File: src/rtl/j1_io_responder.sv
// I/O-port responder for the J1 core: LED register, one-byte TX holding register,
// RX byte FIFO with sticky overflow and a free-running 16-bit timer.
module j1_io_responder #(
    parameter int WIDTH    = 16,
    parameter int RX_DEPTH = 8
) (
    input  logic             clk,
    input  logic             reset,
    input  logic             io_rd,
    input  logic             io_wr,
    input  logic [15:0]      mem_addr,
    input  logic [WIDTH-1:0] dout,
    output logic [WIDTH-1:0] io_din,
    output logic [7:0]       leds,
    output logic [7:0]       tx_data,
    output logic             tx_valid,
    input  logic             tx_ready,
    input  logic [7:0]       rx_data,
    input  logic             rx_valid
);
    localparam int          PW       = $clog2(RX_DEPTH);
    localparam logic [PW:0] FULL_CNT = (PW+1)'(RX_DEPTH);
    localparam logic [PW:0] CNT_ONE  = (PW+1)'(1);
    localparam logic [PW-1:0] PTR_ONE = PW'(1);

    localparam logic [15:0] A_LEDS   = 16'h0001;
    localparam logic [15:0] A_TX     = 16'h0002;
    localparam logic [15:0] A_RX     = 16'h0004;
    localparam logic [15:0] A_STATUS = 16'h0008;
    localparam logic [15:0] A_TIMER  = 16'h0010;

    logic wr_leds, wr_tx, wr_status, wr_timer, rd_rx;
    assign wr_leds   = io_wr && (mem_addr == A_LEDS);
    assign wr_tx     = io_wr && (mem_addr == A_TX);
    assign wr_status = io_wr && (mem_addr == A_STATUS);
    assign wr_timer  = io_wr && (mem_addr == A_TIMER);
    assign rd_rx     = io_rd && (mem_addr == A_RX);

    // TX handshake: a byte moves to the sink on every rising edge where
    // tx_valid && tx_ready; tx_data never changes while tx_valid is high
    // except by a reload on that same transfer edge.
    logic tx_xfer, tx_load;
    assign tx_xfer = tx_valid && tx_ready;
    assign tx_load = wr_tx && (!tx_valid || tx_xfer);

    always_ff @(posedge clk or posedge reset) begin
        if (reset) begin
            tx_data  <= 8'h00;
            tx_valid <= 1'b0;
        end else if (tx_load) begin
            tx_data  <= dout[7:0];
            tx_valid <= 1'b1;
        end else if (tx_xfer) begin
            tx_valid <= 1'b0;
        end
    end

    always_ff @(posedge clk or posedge reset) begin
        if (reset)        leds <= 8'h00;
        else if (wr_leds) leds <= dout[7:0];
    end

    // RX FIFO: a push into a full FIFO is only legal when the head leaves in
    // the same cycle, so the slot being overwritten is the one being read out.
    logic [7:0]    rx_mem [RX_DEPTH];
    logic [PW-1:0] wr_ptr, rd_ptr;
    logic [PW:0]   rx_count;
    logic          rx_ovf, rx_avail, rx_full, pop, push, ovf_set;

    assign rx_avail = (rx_count != '0);
    assign rx_full  = (rx_count == FULL_CNT);
    assign pop      = rd_rx && rx_avail;
    assign push     = rx_valid && (!rx_full || pop);
    assign ovf_set  = rx_valid && rx_full && !pop;

    always_ff @(posedge clk) begin
        if (push) rx_mem[wr_ptr] <= rx_data;
    end

    always_ff @(posedge clk or posedge reset) begin
        if (reset) begin
            wr_ptr   <= '0;
            rd_ptr   <= '0;
            rx_count <= '0;
        end else begin
            if (push) wr_ptr <= wr_ptr + PTR_ONE;
            if (pop)  rd_ptr <= rd_ptr + PTR_ONE;
            if (push && !pop)      rx_count <= rx_count + CNT_ONE;
            else if (pop && !push) rx_count <= rx_count - CNT_ONE;
        end
    end

    // A new overflow outranks a clearing STATUS write in the same cycle.
    always_ff @(posedge clk or posedge reset) begin
        if (reset)          rx_ovf <= 1'b0;
        else if (ovf_set)   rx_ovf <= 1'b1;
        else if (wr_status) rx_ovf <= 1'b0;
    end

    logic [15:0] timer;
    always_ff @(posedge clk or posedge reset) begin
        if (reset)         timer <= 16'h0000;
        else if (wr_timer) timer <= dout[15:0];
        else               timer <= timer + 16'h0001;
    end

    // Read data is built from pre-update state, so read-with-write returns old values.
    logic [WIDTH-1:0] rd_data;
    always_comb begin
        rd_data = '0;
        if (io_rd) begin
            case (mem_addr)
                A_LEDS:   rd_data[7:0]  = leds;
                A_RX:     rd_data[7:0]  = rx_avail ? rx_mem[rd_ptr] : 8'h00;
                A_STATUS: rd_data[2:0]  = {rx_ovf, !tx_valid, rx_avail};
                A_TIMER:  rd_data[15:0] = timer;
                default:  ;
            endcase
        end
    end

    always_ff @(posedge clk or posedge reset) begin
        if (reset)      io_din <= '0;
        else if (io_rd) io_din <= rd_data;
    end
endmodule
File: config.mk
export PLATFORM = sky130hd
export DESIGN_NAME = j1_io_responder
export DESIGN_NICKNAME = d
export VERILOG_FILES = /design/src/rtl/j1_io_responder.sv
export SDC_FILE = /design/constraint.sdc
export NUM_CORES = 1
export LEC_CHECK = 0
export BUFFER_PORTS_ARGS = -buffer_cell sky130_fd_sc_hd__buf_2
export CAP_MARGIN = 10
export CORE_UTILIZATION = 50
export CTS_CLUSTER_SIZE = 28
export DETAILED_ROUTE_END_ITERATION = 12
export GPL_ROUTABILITY_DRIVEN = 0
export PLACE_DENSITY = 0.79
export SETUP_SLACK_MARGIN = 0.5
export SLEW_MARGIN = 25
export SYNTH_ARGS = -nofsm -noshare
export SYNTH_HDL_FRONTEND = slang
export SYNTH_SLANG_ARGS = --single-unit
File: constraint.sdc
create_clock -name clk -period 4.3 [get_ports clk]
set_clock_uncertainty 0.2 [all_clocks]
set_input_delay 0.215 -clock clk [delete_from_list [all_inputs] [get_ports clk]]
set_output_delay 0.215 -clock clk [all_outputs]
set_load 0.01 [all_outputs]
## Word-level counts from Yosys, hierarchy flattened

Memories as Yosys holds them, arrays and structs flattened.
Index checks and enable logic that the tools add are counted.

- Register bits after elaboration: 60
- RAM bits: 64
- Bits of input ports: 46
- Output and inout port bits: 33
- Memories kept: 1

- Add/subtract/negate cells: 5
- Eq/ne operators: 6
- Mux-type cells: 13
- Reductions and logical operators: 23

Memory list:

| memory | words | bits a word | read ports | clocked after Yosys merged registers in | wr ports | RTL line | text |
|---|---|---|---|---|---|---|---|
| rx_mem | 8 | 8 | 1 | 0 | 1 | 65 | `logic [7:0] rx_mem [RX_DEPTH];` |

Operators with widths:

| kind | number |
|---|---|
| $add A16 B1 Y16 const B | 1 |
| $eq A16 B1 Y1 const B | 1 |
| $eq A16 B2 Y1 const B | 1 |
| $eq A16 B3 Y1 const B | 1 |
| $eq A16 B4 Y1 const B | 1 |
| $eq A16 B5 Y1 const B | 1 |
| $mux W16 | 1 |
| $mux W8 | 2 |
| $pmux W5 S3 | 1 |
| $logic_and A1 B1 Y1 | 13 |
| $pmux W3 S4 | 1 |
| $mux W4 | 2 |
| $add A3 B1 Y3 const B | 2 |
| $mux W1 | 6 |
| $reduce_bool A2 Y1 | 3 |
| $add A4 B1 Y4 const B | 1 |
| $eq A4 B4 Y1 const B | 1 |
| $logic_not A1 Y1 | 4 |
| $reduce_bool A4 Y1 | 1 |
| $sub A4 B1 Y4 const B | 1 |
| $logic_or A1 B1 Y1 | 2 |

## Depth between registers and ports, before layout

Gate-level depths: netlist of the first run.

- Word-level depth: 9
- Gate-level depth with buffers: 13
- Depth with buffers taken out: 13

## Least setup slack after synthesis of the first run

Ideal clock, no wire load.

- Kind: register to register
- From: register rx_count[0]
- To: register rx_count[3]
- Arrival: 2660 ps
- Data required time: 3974 ps
- Slack: 1314 ps
- Cell stages (with the launch flop): 14
- Clock period less this slack: 2986 ps
- Cell sequence: dfrtp_1 -> or4_1 -> nand4_4 -> o211ai_4 -> nand2_1 -> inv_1 -> ha_1 -> inv_1 -> ha_1 -> a21o_1 -> a21oi_1 -> xnor2_1 -> nor2_1 -> xor2_1

- Longest elaborated chain between the ends: 7

RTL lines:

| item | RTL line | text |
|---|---|---|
| from (decl) | 67 | `logic [PW:0] rx_count;` |
| from (signal assigned) | 88 | `if (push && !pop) rx_count <= rx_count + CNT_ONE;` |
| from (signal assigned) | 89 | `else if (pop && !push) rx_count <= rx_count - CNT_ONE;` |
| $eq A4 B4 Y1 or $reduce_bool A4 Y1 (tied branches) | 71, 70 |  |
| $logic_not A1 Y1 or $logic_and A1 B1 Y1 (tied branches) | 73, 72 |  |
| $logic_or A1 B1 Y1 (*) | 73 | `assign push = rx_valid && (!rx_full \|\| pop);` |
| $logic_and A1 B1 Y1 (*) | 73 |  |
| net push | 68 | `logic rx_ovf, rx_avail, rx_full, pop, push, ovf_set;` |
| $logic_not A1 Y1 | 89 |  |
| $logic_and A1 B1 Y1 | 89 |  |
| $reduce_bool A2 Y1 (no line) | -- |  |

The timed path passes the listed nets; every way through them passes the cells marked *. The select of a mux whose other input is x is not followed.
A chain may end at the register's enable or synchronous reset.

## Final worst setup path of the first run

- From: input mem_addr[12]
- To: register rx_count[3]

- Longest elaborated chain between the ends: 8

RTL lines:

| item | RTL line | text |
|---|---|---|
| from (decl) | 11 | `input logic [15:0] mem_addr,` |
| $eq A16 B3 Y1 (*) | 37 | `assign rd_rx = io_rd && (mem_addr == A_RX);` |
| $logic_and A1 B1 Y1 (*) | 37 |  |
| $logic_and A1 B1 Y1 (*) | 72 | `assign pop = rd_rx && rx_avail;` |
| $logic_or A1 B1 Y1 (*) | 73 |  |
| $logic_and A1 B1 Y1 (*) | 73 |  |
| net push | 68 |  |
| $logic_not A1 Y1 | 89 |  |
| $logic_and A1 B1 Y1 | 89 |  |
| $reduce_bool A2 Y1 (no line) | -- |  |

The timed path passes the listed nets; every way through them passes the cells marked *.

==> impl_metrics.json, run 1 <==
{
  "synth_largest_area_cell": "edfxtp_1",
  "seq_area_frac_synth_pct": 62.8,
  "synth_compound_area_share_pct": 5.88,
  "start_kind": "input pin",
  "portBuffers": 78,
  "endpoint_kind": "flip-flop",
  "cap_violations": 0,
  "cts_tree": "yes",
  "ys_types": 47,
  "min_to": "io_din[0]",
  "grtUsageTotal_pct": 22.5,
  "r2r_cells": 13,
  "numCtsBuffers": 17,
  "hold_ws_ps": 30.3,
  "synth_seq_cells": 124,
  "multiInputGateArea_um2": 1890,
  "synth-simple-area-share_pct": 10.7,
  "reg2reg_to": "rx_count[3]",
  "numClockSinks": 124,
  "routedWlPerCell_um": 17.8,
  "fin_nets": 571,
  "slew_headroom_pct": 27.0,
  "powerDensity_nw_per_um2": 467,
  "rr_startpoint": "rx_count[0]",
  "worst_pin_slew_ps": 1090,
  "hold_depth": 4,
  "fin_setup_tns_ps": 0,
  "synth_mux_area_share_pct": 12.8,
  "timing.fmax_mhz": 288,
  "fin_crit_ps": 3480,
  "grt_pass1_wl_um": 19100,
  "via_per_inst": 5.59,
  "cp.required_ps": 4500,
  "hold_viol": 0,
  "p_leak_uw": 0.00277,
  "synth-xor-area-share_pct": 3.54,
  "antenna_found_initial": 0,
  "finalWirelength_um": 11900,
  "rsz0062_at_grt": "false",
  "ys.flop_type": "edfxtp_1",
  "rows": 37,
  "root_buffer": "clkbuf_8",
  "ys_async_sr_fraction_pct": 48.4,
  "synth_edf_count": 64,
  "initial_core_util_pct": 52.1,
  "final_util_pct": 65.7,
  "first_pass_iters": 6,
  "synthTopCellsByArea": "edfxtp_1 35%, dfrtp_1 28%, mux4_2 5.0%",
  "die-area_um2": 11300,
  "ir_drop_mv": 0.322,
  "fill_cells": 741,
  "status": "completed",
  "htreeDepth": 4,
  "critical_path_peak_fanout": 5,
  "synth.avg_cell_area_um2": 13.8,
  "finalCritPeriodShare_pct": 80.9,
  "overflow": 0,
  "area_delta_synth_final_pct": 26.2,
  "hold_path.startpoint": "mem_addr[4]",
  "ff2ff_setup_slack_ps": 1030,
  "postSynthCellCount": 396,
  "hold_path_class": "in -> reg",
  "die_w_um": 106,
  "arrival_ps": 3680,
  "maxSlewViolCount": 0,
  "clk_pin_slew_ps": 60,
  "setup_viol": 0,
  "syn_area_um2": 5450,
  "yosysWarnings": 0,
  "seqCellArea_um2": 3420,
  "hpwl_um": 7590,
  "yosysTopAreaCellShare_pct": 35.3,
  "synth_fa_ha_area_share_pct": 1.75,
  "num_vias": 3729,
  "clockBufferDepth": 2,
  "drc": 0,
  "grt_pass1_vias": 3829,
  "diodes": 0,
  "drive_above_1_share_pct": 29.2,
  "worstSetupPathType": "in -> reg",
  "io_pins": 79,
  "drt_iter0_drc": 200,
  "syn_nets": 449,
  "die_h_um": 106,
  "worstSkewPairLatency_ps": 520,
  "synth_top_family_by_area": "multiplexers",
  "grt_start_max_net_pins": 39,
  "postRouteAntennaNets": 0,
  "core_area_um2": 10500
}
[synthesized netlist by cell type (12+ instances only)]
cell,instances
edfxtp_1,64
a21oi_1,16
xnor2_1,13
dfrtp_1,60
o21ai_0,12
mux4_2,12
mux2i_1,20
inv_1,21
nor2_1,31
nand3_1,19
mux2_2,20
[worst max-delay path by stage]
stage | slack, ps | start | to | depth (start not counted)
floorplan | 1310 | rx_count[0] | rx_count[3] | 13
global placement | 1180 | rx_count[0] | rx_count[3] | 13
detailed placement | 1090 | rx_count[0] | rx_count[3] | 13
CTS | 720 | mem_addr[12] | rx_count[3] | 16
global route | 650 | mem_addr[12] | rx_count[3] | 16
finish | 820 | mem_addr[12] | rx_count[3] | 16
[routing by layer]
| metal | part of all wire (%) | track usage (%) | vias up |
|---|---|---|---|
| met5 | 0 | 0 | - |
| met4 | 1.5 | 8.83 | 0 |
| met3 | 5.2 | 4.72 | 21 |
| met2 | 53 | 39.2 | 134 |
| met1 | 40 | 27.2 | 1847 |
| li1 | - | - | 1727 |
[cells in the final DEF (no fill, tap or decap), types with 6 or more instances in the layout]
cell,count
clkbuf_16,16
dlygate4sd3_1,33
mux4_2,12
nand4_1,9
nor3_1,11
dfrtp_1,60
a21oi_1,16
ha_1,6
o21ai_0,12
xnor2_1,13
xor2_1,9
nor2_1,31
mux2i_1,20
inv_1,20
mux2_2,20
nand2_1,11
edfxtp_1,64
nand3_1,19
buf_2,78
[through the flow]
| stage | total power, µW | cell area (µm²) | std cells | setup WS, ps |
|---|---|---|---|---|
| 4_1_cts | 3220 | 6870 | 667 | 722 |
| 3_5_place_dp | 1890 | 5980 | 602 | 1090 |
| 5_1_grt | 3320 | 6880 | 667 | 647 |
| 6_report | 3210 | 6880 | 667 | 823 |
| 2_1_floorplan | 1750 | 5450 | 396 | 1310 |
| 3_3_place_gp | 1850 | 5980 | 602 | 1180 |
[critical path, cell delays in order]
cell,delay [ps]
dlygate4sd3_1,530
buf_2,120
nor4_2,240
dlygate4sd3_1,610
nand3_1,170
o211ai_4,280
nand2_1,140
inv_1,80
ha_1,190
inv_1,120
ha_1,280
a21o_1,170
a21oi_1,160
xnor2_1,160
nor2_1,80
xor2_1,140
[logic make-up (layout without fill, tap and decap cells)]
family / after synthesis / in the layout
multiplexers: 52 / 52
AO/OA/AOI/OAI: 49 / 49
buffers and inverters: 34 / 169
adder cells (fa/ha/maj): 7 / 7
flip-flops: 124 / 124
XOR/XNOR: 22 / 22
AND/OR/NAND/NOR: 108 / 108
[where the power goes]
group	internal (µW)	total [µW]	switching, µW
Sequential	1400	1490	90.4
Combinational	176	398	222
Clock	774	1320	544
Total	2350	3210	856
[timing repair]
| action | CTS | global route |
|---|---|---|
| hold buffers | 33 | 0 |
| endpoints found under the hold margin | 125 | 0 |
| setup buffers | 0 | 0 |
| resized for setup | 0 | 1 |
| setup endpoints to repair | 0 | 1 |
[flip-flops by register name, indices dropped and copies added (netlist names)]
signal,count
tx_valid,1
io_din,16
tx_data,8
leds,8
rx_count,4
rd_ptr,3
wr_ptr,3
timer,16
rx_mem,64
rx_ovf,1
[final cells by class]
| cell class | count | share of cell area (%) |
|---|---|---|
| flip-flops and latches | 124 | 49.8 |
| inverters | 21 | 1.15 |
| multi-input cells | 238 | 27.5 |
| clock inverters | 15 | 2.04 |
| repair buffers | 116 | 11.0 |
| clock buffers | 17 | 6.02 |
| well taps | 136 | 2.47 |
(Power assumes the default switching activity.)
==> run 2: changes to the inputs <==
- clock period: 4.3 -> 3.3 ns (I/O delays scaled with it)
==> run 2 against run 1 <==
- combinational power increased by 80%
- total power is 38% higher
- cell area increased by 3.7%
- worst hold slack got worse by 18 ps
- global-route usage increased by 0.87 points
- via count grew 2.5%
- routed wire length is 4.3% higher
- sequential share of layout area down 1.8 points
- critical path depth decreased by 3
==> impl_metrics.json, run 2 (synthesis gave the netlist of run 1 again) <==
{
  "endpoint_kind": "flip-flop",
  "drt_iter0_drc": 243,
  "dp_slack_ps": 221,
  "path_cells": "or4_4 -> nand4_4 -> o211ai_4 -> nand2_2 -> inv_2 -> ha_4 -> inv_4 -> ha_4 -> a21o_1 -> a21oi_2 -> xnor2_1 -> nor2_1 -> xor2_1",
  "p_comb_share_pct": 16.2,
  "final_util_pct": 68.2,
  "maxSlewViolCount": 0,
  "p_leak_uw": 0.00291,
  "worstSetupPathType": "reg -> reg",
  "hold_ws_ps": 12.6,
  "fin_nets": 596,
  "antenna_found_initial": 0,
  "status": "completed",
  "cpPeakStageDelay_ps": 560,
  "cpLargestDelayFamily": "simple AND/OR/NAND/NOR gates",
  "area_delta_synth_final_pct": 30.9,
  "initial_core_util_pct": 52.1,
  "powerDensity_nw_per_um2": 620,
  "hold_viol": 0,
  "start_kind": "flip-flop",
  "worstSkewPairLatency_ps": 510,
  "switching_power_uw": 1120,
  "rsz0062_at_grt": "true",
  "die_w_um": 106,
  "cap_violations": 0,
  "clk_pin_slew_ps": 60,
  "cp.required_ps": 3480,
  "ir_drop_mv": 0.563,
  "fin_ws_ps": 442,
  "ff2ff_setup_slack_ps": 440,
  "numCtsBuffers": 17,
  "root_buffer": "clkbuf_8",
  "die-area_um2": 11300,
  "reg_top3": "rx_mem x64, io_din x16, timer x16",
  "diodes": 0,
  "hpwl_um": 7960,
  "die_h_um": 106,
  "core_area_um2": 10500,
  "rr_startpoint": "rx_count[0]",
  "arrival_ps": 3040,
  "first_pass_iters": 5,
  "grtUsageTotal_pct": 23.4,
  "overflow": 0,
  "timing.fmax_mhz": 350,
  "setup_viol": 0,
  "fill_cells": 721,
  "drive_above_1_share_pct": 33.3,
  "seqPwrFrac_pct": 43.8,
  "switching_share_pct": 25.4,
  "clockBufferDepth": 2,
  "hold_path_class": "in -> async",
  "worst_pin_slew_ps": 695,
  "r2r_cells": 13,
  "final_common_cell": "buf_2",
  "via_per_inst": 5.52,
  "pwr-share-clk_pct": 40.1,
  "num_vias": 3821,
  "fin_crit_ps": 2860,
  "cp_slowest_cell": "or4_4",
  "largest_reg_flops": 64,
  "critical_path_peak_fanout": 4,
  "p_int_uw": 3300,
  "postRouteAntennaNets": 0,
  "slew_headroom_pct": 53.7,
  "grt_pass1_wl_um": 19700,
  "htreeDepth": 4,
  "portBuffers": 78,
  "cts_tree": "yes",
  "mostFrequentLayoutCells": "78 x buf_2, 64 x edfxtp_1, 58 x dfrtp_1",
  "io_pins": 79,
  "finalCritPeriodShare_pct": 86.6,
  "routedWlPerCell_um": 17.9,
  "worstSetupPathDepth": 13,
  "grt_pass1_vias": 4066,
  "numClockSinks": 124,
  "finalWirelength_um": 12400,
  "drc": 0,
  "largest_register": "rx_mem",
  "cp_common_cell": "ha_4",
  "crit_buf_inv": 2,
  "fin_setup_tns_ps": 0,
  "rows": 37,
  "grt_start_max_net_pins": 41,
  "reg2reg_to": "rx_count[3]"
}
==> run 2: cell count changes in the layout (fill, tap and decap cells not counted), moves of 3 or more <==
cell      change
inv_1         -3
ha_1          -3
clkinv_1      +3
ha_4          +3
buf_4        +23
inv_6         -5
==> run 2: worst max path at each step <==
| stage | slack [ps] | from | end |
|---|---|---|---|
| 4_1_cts | 510 | rx_count[2] | rx_count[3] |
| 5_1_grt | 350 | rx_count[0] | rx_count[3] |
| 2_1_floorplan | 520 | rx_count[1] | rx_count[3] |
| 3_3_place_gp | 410 | rx_count[1] | rx_count[3] |
| 3_5_place_dp | 220 | mem_addr[11] | rx_count[3] |
| 6_report | 440 | rx_count[0] | rx_count[3] |
==> run 2: routing by layer <==
metal  part of all wire [%]  up-vias  track usage (%)
met4                    2.8        0             11.4
met1                     39     1894             26.1
li1                       -     1769                -
met5                      0        -                0
met2                     53      131             41.6
met3                    5.2       27             5.64
==> run 2: what timing repair did <==
action                                  in CTS  in global routing
buffers inserted                             9                  1
hold buffers                                35                  0
hold endpoints to repair                   131                  0
endpoints found under the setup margin       2                  2
pin swaps                                    6                  9
gates resized for setup                      2                  7
==> run 2: metrics by stage <==
stage	cells	total power (µW)	area [µm²]
6_report	692	4420	7130
5_1_grt	692	4580	7130
4_1_cts	691	4360	7090
3_5_place_dp	615	2510	6090
3_3_place_gp	615	2460	6090
2_1_floorplan	396	2290	5460
==> run 2: layout make-up <==
class | count | area, µm² | share of cell area, %
clock buffer | 18 | 418 | 5.86
clock inverter | 14 | 153 | 2.14
inverter | 21 | 81.3 | 1.14
multi-input combinational | 238 | 1930 | 27.1
sequential | 124 | 3430 | 48.0
tap | 136 | 170 | 2.39
timing repair buffer | 141 | 951 | 13.3
==> run 2: worst register-to-register path, delay by kind of cell (launching register included) <==
family                   cells  cell delay [ps]
AO/OA/AOI/OAI                3              470
XOR/XNOR                     2              310
adder cells (fa/ha/maj)      2              350
buffers and inverters        2              120
flip-flops                   1              400
AND/OR/NAND/NOR              4              910
==> run 2: power by group through the flow <==
stage,Clock [µW],Sequential (µW),Combinational [µW]
after floorplan,0,1940,346
after global placement,0,1960,506
after detailed placement,0,1970,543
after CTS,1790,1930,642
after global routing,1860,1950,771
final,1770,1930,715
==> run 3: changes to the inputs <==
- CORE_UTILIZATION: 50 -> 57
- MAX_ROUTING_LAYER: default -> met4
- PLACE_DENSITY: 0.79 -> 0.88
==> run 3 against run 2 <==
- non-clock buffer count rose by 4
- combinational power up 4.1%
- routed wire length increased by 14%
- total power down 0.19%
- core utilization is 9.2 points higher
- global-route usage rose by 6.8 points
- cell area rose by 0.21%
- die area decreased by 12%
- clock-buffer cell count rose by 2
- flip-flop and latch count is the same
- final cell count decreased by 0.43%
- critical path type unchanged
==> impl_metrics.json, run 3 (synthesis gave the netlist of run 1 again) <==
{
  "status": "completed",
  "instances_no_fill": 689,
  "worst_pin_slew_ps": 696,
  "worstSetupPathType": "reg -> reg",
  "initial_core_util_pct": 59.0,
  "rows": 35,
  "final_common_cell": "buf_2",
  "seqCellArea_um2": 3430,
  "cap_violations": 0,
  "reg_top3": "rx_mem x64, io_din x16, timer x16",
  "grt_pass1_vias": 4284,
  "largest_register": "rx_mem",
  "antenna_found_initial": 0,
  "drt_iter0_drc": 257,
  "ff2ff_setup_slack_ps": 390,
  "ir_drop_mv": 0.698,
  "final_util_pct": 77.4,
  "slew_headroom_pct": 53.2,
  "portBuffers": 78,
  "io_pins": 79,
  "arrival_ps": 3110,
  "p_comb_share_pct": 16.9,
  "critical_path_peak_fanout": 3,
  "first_pass_iters": 5,
  "switching_power_uw": 1170,
  "p_int_uw": 3250,
  "hold_depth": 5,
  "dpl.cell_count": 608,
  "finalWirelength_um": 14200,
  "fill_cells": 500,
  "finalCritPeriodShare_pct": 88.3,
  "maxSlewViolCount": 0,
  "dp_slack_ps": 215,
  "clk_pin_slew_ps": 60,
  "min_to": "io_din[0]",
  "endpoint_kind": "flip-flop",
  "area_delta_synth_final_pct": 31.2,
  "fin_nets": 600,
  "fin_ws_ps": 385,
  "grt_start_max_net_pins": 43,
  "seqPwrFrac_pct": 44.0,
  "reg2reg_to": "rx_count[3]",
  "mostFrequentLayoutCells": "78 x buf_2, 64 x edfxtp_1, 58 x dfrtp_1",
  "core_area_um2": 9240,
  "overflow": 0,
  "via_per_inst": 5.92,
  "multiInputGateArea_um2": 1940,
  "largest_reg_flops": 64,
  "grtUsageTotal_pct": 30.1,
  "htreeDepth": 4,
  "drc": 0,
  "timing.fmax_mhz": 343,
  "start_kind": "flip-flop",
  "fin_setup_tns_ps": 0,
  "r2r_cells": 13,
  "powerDensity_nw_per_um2": 617,
  "die_w_um": 99.8,
  "root_buffer": "clkbuf_8",
  "hold_ws_ps": 81.0,
  "rsz0062_at_grt": "true",
  "drive_above_1_share_pct": 33.8,
  "switching_share_pct": 26.4,
  "hold_viol": 0,
  "num_vias": 4077,
  "cts_tree": "yes",
  "setup_viol": 0,
  "die-area_um2": 9960,
  "pwr-share-clk_pct": 39.2,
  "rr_startpoint": "rx_count[1]",
  "hold_path.startpoint": "mem_addr[2]",
  "fin_crit_ps": 2910,
  "hold_path_class": "in -> reg",
  "hpwl_um": 8350,
  "grt_pass1_wl_um": 21300,
  "numCtsBuffers": 17,
  "die_h_um": 99.8,
  "diodes": 0,
  "cp.required_ps": 3490,
  "routedWlPerCell_um": 20.6,
  "clockBufferDepth": 2,
  "postRouteAntennaNets": 0,
  "p_leak_uw": 0.00291,
  "numClockSinks": 124,
  "worstSkewPairLatency_ps": 520
}
run 3: layout make-up:
class,count,share of cell area [%]
inverters,21,1.14
multi-input cells,238,27.2
repair buffers,145,13.8
flip-flops and latches,124,47.9
clock inverters,12,1.73
well taps,129,2.26
clock buffers,20,5.95
run 3: per-layer routing:
metal	vias up	global-route usage (%)	part of all wire, %
met5	-	-	0
met4	0	16.0	4.5
met3	59	8.70	6.2
met2	213	51.2	52
met1	2026	31.8	37
li1	1779	-	-
run 3: metrics by stage:
step,cell area (µm²),total power (µW)
after floorplan,5460,2290
after global placement,6090,2460
after detailed placement,6090,2510
after CTS,7100,4340
after global routing,7150,4550
final,7150,4410
run 3: worst max-delay path by stage:
stage	startpoint	depth (start not counted)	endpoint
3_5_place_dp	mem_addr[15]	14	rx_count[3]
5_1_grt	rx_count[1]	13	rx_count[3]
4_1_cts	rx_count[0]	13	rx_count[3]
6_report	rx_count[1]	13	rx_count[3]
3_3_place_gp	mem_addr[5]	14	rx_count[3]
2_1_floorplan	rx_count[1]	13	rx_count[3]
run 3: worst max-delay path, cell delays in order, from the launching register on:
cell	delay [ps]
dfrtp_2	410
or4_4	570
nand4_4	170
o211ai_4	120
nand2_2	110
inv_2	50
ha_4	170
inv_4	60
ha_4	190
a21o_1	190
a21oi_2	200
xnor2_2	150
nor2_2	70
xor2_1	140
run 3: power groups by stage:
stage / sequential, µW / clock (µW) / combinational, µW
finish: 1940 / 1730 / 744
floorplan: 1940 / 0 / 346
detailed placement: 1980 / 0 / 535
global placement: 1960 / 0 / 504
global route: 1950 / 1810 / 786
CTS: 1930 / 1740 / 670
run 3: timing repair:
item / CTS / global route
endpoints found under the setup margin: 2 / 2
resized for setup: 6 / 4
hold buffers: 37 / 0
endpoints found under the hold margin: 180 / 0
pin swaps: 8 / 7
setup buffers: 9 / 3
